### src/rtl/pwm_duty_capture.sv
// PWM duty/period capture: synchronises one PWM waveform, measures high time and
// period between rising edges, and reports constant-level inputs via a timeout.
module pwm_duty_capture #(
  parameter int unsigned PWM_INTERVAL = 1200,
  parameter int unsigned CNT_WIDTH    = 12,
  parameter int unsigned PERIOD_TOL   = 2
) (
  input  logic                 clk,
  input  logic                 rst_n,
  input  logic                 pwm_in,
  output logic [CNT_WIDTH-1:0] duty_out,
  output logic [CNT_WIDTH-1:0] period_out,
  output logic                 duty_valid,
  output logic                 period_err,
  output logic                 stuck
);

  localparam logic [CNT_WIDTH-1:0] CntMax   = {CNT_WIDTH{1'b1}};
  localparam logic [CNT_WIDTH-1:0] Interval = CNT_WIDTH'(PWM_INTERVAL);
  localparam logic [CNT_WIDTH-1:0] TickLast = CNT_WIDTH'(PWM_INTERVAL - 1);
  localparam logic [CNT_WIDTH-1:0] Timeout  = CNT_WIDTH'(2 * PWM_INTERVAL - 1);
  localparam logic [CNT_WIDTH:0]   Tol      = (CNT_WIDTH + 1)'(PERIOD_TOL);

  typedef enum logic [1:0] {StWaitEdge, StMeasure, StStuck} state_e;

  state_e               state_q;
  logic                 pwm_meta_q, pwm_s_q, pwm_d_q;
  logic [CNT_WIDTH-1:0] per_cnt_q, high_cnt_q, tick_cnt_q;
  logic [CNT_WIDTH-1:0] duty_q, period_q;
  logic                 valid_q, err_q, stuck_q;

  logic                 rise;
  logic                 timeout;
  logic [CNT_WIDTH-1:0] per_cnt_d, high_cnt_d;
  logic [CNT_WIDTH-1:0] period_meas, duty_meas;
  logic signed [CNT_WIDTH:0] per_diff;
  logic [CNT_WIDTH:0]   per_abs;
  logic                 err_meas;
  logic [CNT_WIDTH-1:0] stuck_duty;

  assign rise    = pwm_s_q & ~pwm_d_q;
  assign timeout = (per_cnt_q == Timeout);

  // Next counter values and the measurement that a rising edge would report.
  always_comb begin
    per_cnt_d  = per_cnt_q;
    high_cnt_d = high_cnt_q;
    if (rise) begin
      per_cnt_d  = '0;
      high_cnt_d = CNT_WIDTH'(1);
    end else begin
      if (per_cnt_q != CntMax) per_cnt_d = per_cnt_q + 1'b1;
      if (pwm_s_q && (high_cnt_q != CntMax)) high_cnt_d = high_cnt_q + 1'b1;
    end
    // In MEASURE per_cnt never passes Timeout, so +1 cannot wrap here.
    period_meas = per_cnt_q + 1'b1;
    duty_meas   = (high_cnt_q > period_meas) ? period_meas : high_cnt_q;
    per_diff    = $signed({1'b0, period_meas}) - $signed({1'b0, Interval});
    per_abs     = per_diff[CNT_WIDTH] ? $unsigned(-per_diff) : $unsigned(per_diff);
    err_meas    = (per_abs > Tol);
    stuck_duty  = pwm_s_q ? Interval : '0;
  end

  // Input synchroniser, edge-detect delay flop and free-running measurement counters.
  always_ff @(posedge clk) begin
    if (!rst_n) begin
      pwm_meta_q <= 1'b0;
      pwm_s_q    <= 1'b0;
      pwm_d_q    <= 1'b0;
      per_cnt_q  <= '0;
      high_cnt_q <= '0;
    end else begin
      pwm_meta_q <= pwm_in;
      pwm_s_q    <= pwm_meta_q;
      pwm_d_q    <= pwm_s_q;
      per_cnt_q  <= per_cnt_d;
      high_cnt_q <= high_cnt_d;
    end
  end

  // Capture FSM with registered result outputs; rise always beats timeout or tick.
  always_ff @(posedge clk) begin
    if (!rst_n) begin
      state_q    <= StWaitEdge;
      tick_cnt_q <= '0;
      duty_q     <= '0;
      period_q   <= '0;
      valid_q    <= 1'b0;
      err_q      <= 1'b0;
      stuck_q    <= 1'b0;
    end else begin
      valid_q <= 1'b0;
      unique case (state_q)
        StWaitEdge, StMeasure: begin
          if (rise) begin
            // The first edge after reset only arms the measurement.
            if (state_q == StMeasure) begin
              duty_q   <= duty_meas;
              period_q <= period_meas;
              err_q    <= err_meas;
              valid_q  <= 1'b1;
            end
            state_q <= StMeasure;
          end else if (timeout) begin
            state_q    <= StStuck;
            stuck_q    <= 1'b1;
            tick_cnt_q <= '0;
            duty_q     <= stuck_duty;
            period_q   <= Interval;
            err_q      <= 1'b0;
            valid_q    <= 1'b1;
          end
        end
        StStuck: begin
          if (rise) begin
            // Partial period before this edge is not reported.
            state_q <= StMeasure;
            stuck_q <= 1'b0;
          end else if (tick_cnt_q == TickLast) begin
            tick_cnt_q <= '0;
            duty_q     <= stuck_duty;
            period_q   <= Interval;
            err_q      <= 1'b0;
            valid_q    <= 1'b1;
          end else begin
            tick_cnt_q <= tick_cnt_q + 1'b1;
          end
        end
        default: begin
          state_q <= StWaitEdge;
          stuck_q <= 1'b0;
        end
      endcase
    end
  end

  assign duty_out   = duty_q;
  assign period_out = period_q;
  assign duty_valid = valid_q;
  assign period_err = err_q;
  assign stuck      = stuck_q;

endmodule

### config.mk
export PLATFORM = sky130hd
export DESIGN_NAME = pwm_duty_capture
export DESIGN_NICKNAME = d
export VERILOG_FILES = /design/src/rtl/pwm_duty_capture.sv
export SDC_FILE = /design/constraint.sdc
export NUM_CORES = 1
export LEC_CHECK = 0
export BUFFER_PORTS_ARGS = -buffer_cell sky130_fd_sc_hd__buf_2
export CORE_MARGIN = 2
export CORE_UTILIZATION = 60
export DETAILED_ROUTE_END_ITERATION = 12
export GPL_TIMING_DRIVEN = 0
export PLACE_DENSITY = 0.8
export SETUP_SLACK_MARGIN = 0.05
export SLEW_MARGIN = 10
export SYNTH_ARGS = -nofsm -noshare
export SYNTH_HDL_FRONTEND = slang
export SYNTH_SLANG_ARGS = --single-unit
### constraint.sdc
create_clock -name clk -period 10.5 [get_ports clk]
set_input_delay 2.1 -clock clk [delete_from_list [all_inputs] [get_ports clk]]
set_output_delay 2.1 -clock clk [all_outputs]
set_load 0.01 [all_outputs]
==> results.toml, run 1 <==
[detailed_routing]
detailed_routed_wire_length_on_met2_um = 4540
route.top_layer_used = "met4"
drt_pass1_iterations = 5
routed_wl_um = 9680
route.vias.total = 3657
average_wire_length_per_cell_after_detail_routing_um = 16.1
drtAntennaViolNets = 0
drc = 0
drt_iter0_drc = 224
wirelength_met1_um = 4390
wl_met3_um = 526
routed_via_density = 6.07

[clocking]
clk_latency_ns = 0.34
numClockSinks = 68
tritoncts = "built"
cts_post_setup_buffers_inserted = 0
clk_pin_slew_worst_paths_ns = 0.08
cts_inserted_buffers = 9
cts.path.max_buffers = 2
cts_root_buf = "sky130_fd_sc_hd__clkbuf_8"
number_of_hold_buffers_added_after_cts = 0
htreeDepth = 3
cts_repair_resize_count = 0

[sta]
timing.final.max_slew_violations = 0
setup_violations = 0
timing_worst_slew_pin_value_ns = 0.687
finalWorstSetupSlack_ns = 6.25
finalSetupTns_ns = 0
layout_worst_path_cycle_share = 0.404
timing_hold_violations_final = 0
min_period_ns = 4.25
rsz_0062_raised_after_global_routing = "no"
maxSlewHeadroom = 0.540
worst_clock_skew_ns = 0.0121
max_freq_ghz = 0.235

[critical_path]
cp-startpoint = "per_cnt_q[1]$_SDFFE_PP0P_"
critPathMaxFanout = 8
worst_setup_path_start_kind = "flop"
crit_required_ns = 10.72
worstRegToRegCells = 14
rr_endpoint = "period_err$_SDFFE_PN0P_"
regToRegSetupSlack_ns = 6.25
timing_worst_setup_path_type = "reg -> reg"
startpoint_of_the_worst_slack_reg_to_reg_timing_path = "per_cnt_q[1]$_SDFFE_PP0P_"
worst-endpoint-arrival_ns = 4.47
critPathCaptureType = "flop"

[logic_synthesis]
synth_enable_flop_cells = 0
synth-seq-area-share = 0.345
synth_top_flop_cell = "sky130_fd_sc_hd__dfxtp_1"
yosys_warnings = 0
synth-async-reset-ratio = 0
ys_seq_elements = 68
synth.lib_cells_used.distinct = 66
synthesis.nets = 501
post_synth_inst_count = 481
syn-cell-area_mm2 = 0.00394
syn_area_per_cell_um2 = 8.20

[floorplanning]
chipWidth_um = 85.1
row_count = 29
dieArea_mm2 = 0.00724
design.portCount = 30
dieHeight_um = 85.1
initial_utilization = 0.621
floorplan.core_area_mm2 = 0.00635

[cells_and_area]
post-route-cell-area_mm2 = 0.00444
diodes = 0
area.sequential_mm2 = 0.00136
area_of_combinational_cells_with_multiple_inputs_mm2 = 0.00241
layout_commonest_cell = "sky130_fd_sc_hd__dfxtp_1"
nets = 540
most_frequent_cells_in_the_layout = "sky130_fd_sc_hd__dfxtp_1 (68), sky130_fd_sc_hd__nand2_1 (52), sky130_fd_sc_hd__nor2_1 (45)"
drive_gt1_frac = 0.133
layoutNonFillerInstCount = 602
nFillCells = 531
area_delta_synth_final_pct = 12.5

[global_route]
antenna_found_initial = 0
grt_max_degree = 13
global_route_wire_length_before_repair_um = 15900
grt_pass1_vias = 3281
grt_usage = 0.275
grt_overflow_total = 0

[placement]
dp.cells = 586
buffer_ports.inserted = 28
dp.final_hpwl_um = 7250
placed_area_mm2 = 0.00418
pre_cts_ws_ns = 6.38
gp_congestion = 0.958

[power]
total_power_uw = 583
power.density_mw_per_mm2 = 131
power.static_leakage_nw = 1.78
max-vdd-ir-drop_uv = 110

[run]
maxCapViolCount = 0

[hold_path]
hold_end = "pwm_s_q$_SDFF_PN0_"
timing.hold.worst_path_depth = 1
worstHoldStart = "pwm_meta_q$_SDFF_PN0_"
timing.hold.worst.class = "reg -> reg"

[run_status]
run_status = "finished, final reports clean"
## worst max path at each step
| stage | end | depth (start not counted) |
|---|---|---|
| after floorplan | period_err$_SDFFE_PN0P_ | 14 |
| after global placement | period_err$_SDFFE_PN0P_ | 14 |
| after detailed placement | period_err$_SDFFE_PN0P_ | 14 |
| after CTS | period_err$_SDFFE_PN0P_ | 14 |
| after global routing | period_err$_SDFFE_PN0P_ | 14 |
| final | period_err$_SDFFE_PN0P_ | 14 |
## routing by layer
layer,global-route usage,up-vias
li1,-,1806
met3,0.0574,19
met2,0.436,120
met1,0.373,1712
met5,0,-
met4,0.0952,0
## synth_stat cells (all sizes together) (2+ instances only)
master | count | area, um^2
nor2b | 13 | 81.3
a211oi | 2 | 15.0
mux2i | 3 | 30.0
xor2 | 21 | 184
nor4 | 5 | 46.3
a22oi | 8 | 60.1
nand2 | 53 | 201
inv | 17 | 63.8
a2111oi | 2 | 17.5
buf | 10 | 62.6
nor3 | 8 | 40.0
a21boi | 2 | 15.0
and4 | 4 | 35.0
a21oi | 39 | 195
nor2 | 45 | 169
o221ai | 2 | 17.5
ha | 17 | 213
nand2b | 6 | 37.5
o21ai | 30 | 150
xnor2 | 15 | 150
a31oi | 3 | 18.8
clkbuf | 13 | 50.0
and2 | 8 | 50.1
o31a | 4 | 35.0
and3 | 9 | 56.3
a22o | 2 | 17.5
o211ai | 7 | 52.6
o21a | 3 | 22.5
nand4 | 10 | 62.6
or3 | 8 | 50.1
dfxtp | 68 | 1360
o22ai | 3 | 18.8
o221a | 4 | 45.0
nand3 | 14 | 80.1
a31o | 2 | 17.5
## where the power goes
| group | internal, mW | switching (mW) | total (mW) |
|---|---|---|---|
| clock network | 0.172 | 0.100 | 0.272 |
| logic | 0.0183 | 0.0293 | 0.0477 |
| registers | 0.260 | 0.00281 | 0.263 |
## worst max-delay path: stages, from the launching register on
cell                        delay, ns
sky130_fd_sc_hd__dfxtp_1         0.48
sky130_fd_sc_hd__ha_1            0.34
sky130_fd_sc_hd__nand3_1         0.13
sky130_fd_sc_hd__xor2_1          0.57
sky130_fd_sc_hd__inv_1           0.28
sky130_fd_sc_hd__ha_1            0.35
sky130_fd_sc_hd__nand2b_1        0.17
sky130_fd_sc_hd__a211o_1         0.32
sky130_fd_sc_hd__a22o_1          0.26
sky130_fd_sc_hd__a22oi_1         0.37
sky130_fd_sc_hd__nor2_1          0.18
sky130_fd_sc_hd__a21oi_1         0.17
sky130_fd_sc_hd__o2111ai_1       0.13
sky130_fd_sc_hd__a211oi_1        0.28
sky130_fd_sc_hd__o21ai_1         0.09
## per-stage QoR
step,hold WS (ns),utilization
finish,0.441,0.699
global placement,0.414,0.658
floorplan,0.412,-
detailed placement,0.428,0.658
CTS,0.445,0.699
global route,0.473,0.699
## state kept, by name, indices dropped and copies added, names as in the netlist, 2 cells and up
name / cells
period_out: 12
duty_out: 12
tick_cnt_q: 12
state_q: 2
per_cnt_q: 12
high_cnt_q: 12
## layout make-up
type | instances | share of cell area
inverter | 17 | 0.0144
buffer | 23 | 0.0254
multi-input combinational | 373 | 0.542
clock inverter | 5 | 0.0240
sequential | 68 | 0.307
clock buffer | 11 | 0.0341
tap | 77 | 0.0217
timing repair buffer | 28 | 0.0316
## logic make-up after synthesis
family	synth area share
AOI/OAI and AO/OA	0.211
xor gates and xnor gates	0.0904
adders and majority gates	0.0539
buffers and inverters	0.0447
DFF	0.345
muxes	0.0105
and+or+nand+nor	0.244
Power figures use the tool's default switching activity.
==> run 2, diff against run 1 <==
--- a/config.mk
+++ b/config.mk
@@ -7,10 +7,10 @@
 export LEC_CHECK = 0
 export BUFFER_PORTS_ARGS = -buffer_cell sky130_fd_sc_hd__buf_2
 export CORE_MARGIN = 2
-export CORE_UTILIZATION = 60
+export CORE_UTILIZATION = 54
 export DETAILED_ROUTE_END_ITERATION = 12
 export GPL_TIMING_DRIVEN = 0
-export PLACE_DENSITY = 0.8
+export PLACE_DENSITY = 0.76
 export SETUP_SLACK_MARGIN = 0.05
 export SLEW_MARGIN = 10
 export SYNTH_ARGS = -nofsm -noshare
==> constraint.sdc (replaced) <==
create_clock -name clk -period 3.6 [get_ports clk]
set_input_delay 0.72 -clock clk [delete_from_list [all_inputs] [get_ports clk]]
set_output_delay 0.72 -clock clk [all_outputs]
set_load 0.01 [all_outputs]
==> run 2 against run 1 <==
Effect of this change:
- first-iteration DRC count down 12%
- worst setup slack worse by 6.1 ns
- final cell count grew 5.3%
- routed wire length increased by 4.7%
- largest cell class unchanged
- largest power group is now sequential cells
==> results.toml, run 2 (synthesis gave the netlist of run 1 again) <==
[power]
sw_frac_of_total = 0.269
switching_power_uw = 390
power.density_mw_per_mm2 = 316
max-vdd-ir-drop_uv = 278
power.share.clock = 0.368
combPwrFrac = 0.101
total_power_mw = 1.45
power.static_leakage_nw = 1.81
share_of_total_power_in_sequential_cells = 0.531
intPower_mw = 1.06

[critical_path]
crit_required_ns = 3.79
startpoint_of_the_worst_slack_reg_to_reg_timing_path = "per_cnt_q[7]$_SDFFE_PP0P_"
worst_setup_path_start_kind = "flop"
regToRegSetupSlack_ns = 0.14
critPathMaxFanout = 10
worst-endpoint-arrival_ns = 3.65
worstRegToRegCells = 12
timing_worst_setup_path_type = "reg -> reg"
critPathCaptureType = "flop"
cp-startpoint = "per_cnt_q[7]$_SDFFE_PP0P_"
rr_endpoint = "duty_out[3]$_SDFFE_PN0P_"

[cells_and_area]
area_delta_synth_final_pct = 16.6
most_frequent_cells_in_the_layout = "sky130_fd_sc_hd__dfxtp_1 (65), sky130_fd_sc_hd__nand2_1 (51), sky130_fd_sc_hd__nor2_1 (44)"
layout.core_utilization = 0.641
drive_gt1_frac = 0.185
post-route-cell-area_mm2 = 0.00460
nFillCells = 594
layout_commonest_cell = "sky130_fd_sc_hd__dfxtp_1"
nets = 550
diodes = 0

[global_route]
grt_usage = 0.258
global_route_wire_length_before_repair_um = 15800
grt_max_degree = 13
grt_overflow_total = 0
grt_pass1_vias = 3362
antenna_found_initial = 0

[detailed_routing]
routed_wl_um = 10100
wirelength_met1_um = 4370
average_wire_length_per_cell_after_detail_routing_um = 16.0
drt_iter0_drc = 197
drc = 0
routed_via_density = 5.83
detailed_routed_wire_length_on_met2_um = 4790
wl_met3_um = 645
drt_pass1_iterations = 5
drtAntennaViolNets = 0
route.top_layer_used = "met4"
route.vias.total = 3695

[floorplanning]
chipWidth_um = 89.5
initial_utilization = 0.550
dieHeight_um = 89.5
row_count = 31
design.portCount = 30
floorplan.core_area_mm2 = 0.00718
dieArea_mm2 = 0.00800

[sta]
finalSetupTns_ns = 0
hold-worst-slack_ns = 0.451
timing_hold_violations_final = 0
min_period_ns = 3.46
worst_clock_skew_ns = 0.00954
layout_worst_path_cycle_share = 0.961
max_freq_ghz = 0.289
timing_worst_slew_pin_value_ns = 0.574
timing.final.max_slew_violations = 0
maxSlewHeadroom = 0.615
setup_violations = 0
rsz_0062_raised_after_global_routing = "no"

[clocking]
clk_pin_slew_worst_paths_ns = 0.08
tritoncts = "built"
clk_latency_ns = 0.34
htreeDepth = 3
number_of_hold_buffers_added_after_cts = 0
cts_root_buf = "sky130_fd_sc_hd__clkbuf_8"
cts.path.max_buffers = 2
numClockSinks = 68
cts_inserted_buffers = 9

[run_status]
run_status = "finished, final reports clean"

[hold_path]
hold_end = "duty_out[9]$_SDFFE_PN0P_"
timing.hold.worst_path_depth = 2
worstHoldStart = "duty_out[9]$_SDFFE_PN0P_"
timing.hold.worst.class = "reg -> reg"

[placement]
gp_congestion = 1.01
dp.final_hpwl_um = 7230
placed_area_mm2 = 0.00421
buffer_ports.inserted = 28

[run]
maxCapViolCount = 0
==> run 2: how the worst max path moves through the flow <==
stage / to / depth (start not counted)
6_report: duty_out[3]$_SDFFE_PN0P_ / 12
4_1_cts: period_err$_SDFFE_PN0P_ / 15
5_1_grt: duty_out[3]$_SDFFE_PN0P_ / 12
3_3_place_gp: period_err$_SDFFE_PN0P_ / 14
2_1_floorplan: period_err$_SDFFE_PN0P_ / 14
3_5_place_dp: period_err$_SDFFE_PN0P_ / 14
==> run 2: metrics by stage <==
step           setup WS, ns  instances
6_report              0.141        634
5_1_grt              0.0371        634
4_1_cts              0.0464        627
3_5_place_dp         -0.556        608
3_3_place_gp         -0.534        608
2_1_floorplan         0.239        481
==> run 2: power by group through the flow <==
stage / Clock (mW) / Combinational, mW / Sequential (mW)
after CTS: 0.542 / 0.140 / 0.768
after detailed placement: 0 / 0.139 / 0.785
after global routing: 0.573 / 0.162 / 0.771
final: 0.534 / 0.146 / 0.770
after floorplan: 0 / 0.105 / 0.784
after global placement: 0 / 0.135 / 0.785
==> run 2: cell type report <==
type                       instances  area, um^2  share of cell area
multi-input combinational        373        2540               0.552
sequential                        68        1370               0.297
timing repair buffer              39         223              0.0484
clock buffer                       9         124              0.0269
tap                               99         124              0.0269
buffer                            22         116              0.0253
inverter                          17        63.8              0.0139
clock inverter                     7        43.8             0.00953
==> run 2: timing repair <==
action / in CTS / in global routing
setup endpoints to repair: 13 / 13
buffers inserted: 4 / 7
gates resized for setup: 16 / 13
pin swaps: 3 / 4
==> run 2: critical path, cell delays in order, from the launching register on <==
cell and delay, ns:
sky130_fd_sc_hd__dfxtp_1 0.49, sky130_fd_sc_hd__clkbuf_1 0.46, sky130_fd_sc_hd__xor2_2 0.27, sky130_fd_sc_hd__inv_1 0.12
sky130_fd_sc_hd__ha_1 0.34, sky130_fd_sc_hd__a31o_2 0.26, sky130_fd_sc_hd__a21o_1 0.17, sky130_fd_sc_hd__o221ai_1 0.16
sky130_fd_sc_hd__a21oi_1 0.11, sky130_fd_sc_hd__o32a_4 0.40, sky130_fd_sc_hd__buf_2 0.19, sky130_fd_sc_hd__o21ai_0 0.21
sky130_fd_sc_hd__o21ai_0 0.14
==> run 2: metal layers <==
| layer | up-vias | GRT usage |
|---|---|---|
| li1 | 1811 | - |
| met1 | 1712 | 0.329 |
| met2 | 143 | 0.420 |
| met3 | 29 | 0.0582 |
| met4 | 0 | 0.110 |
| met5 | - | 0 |
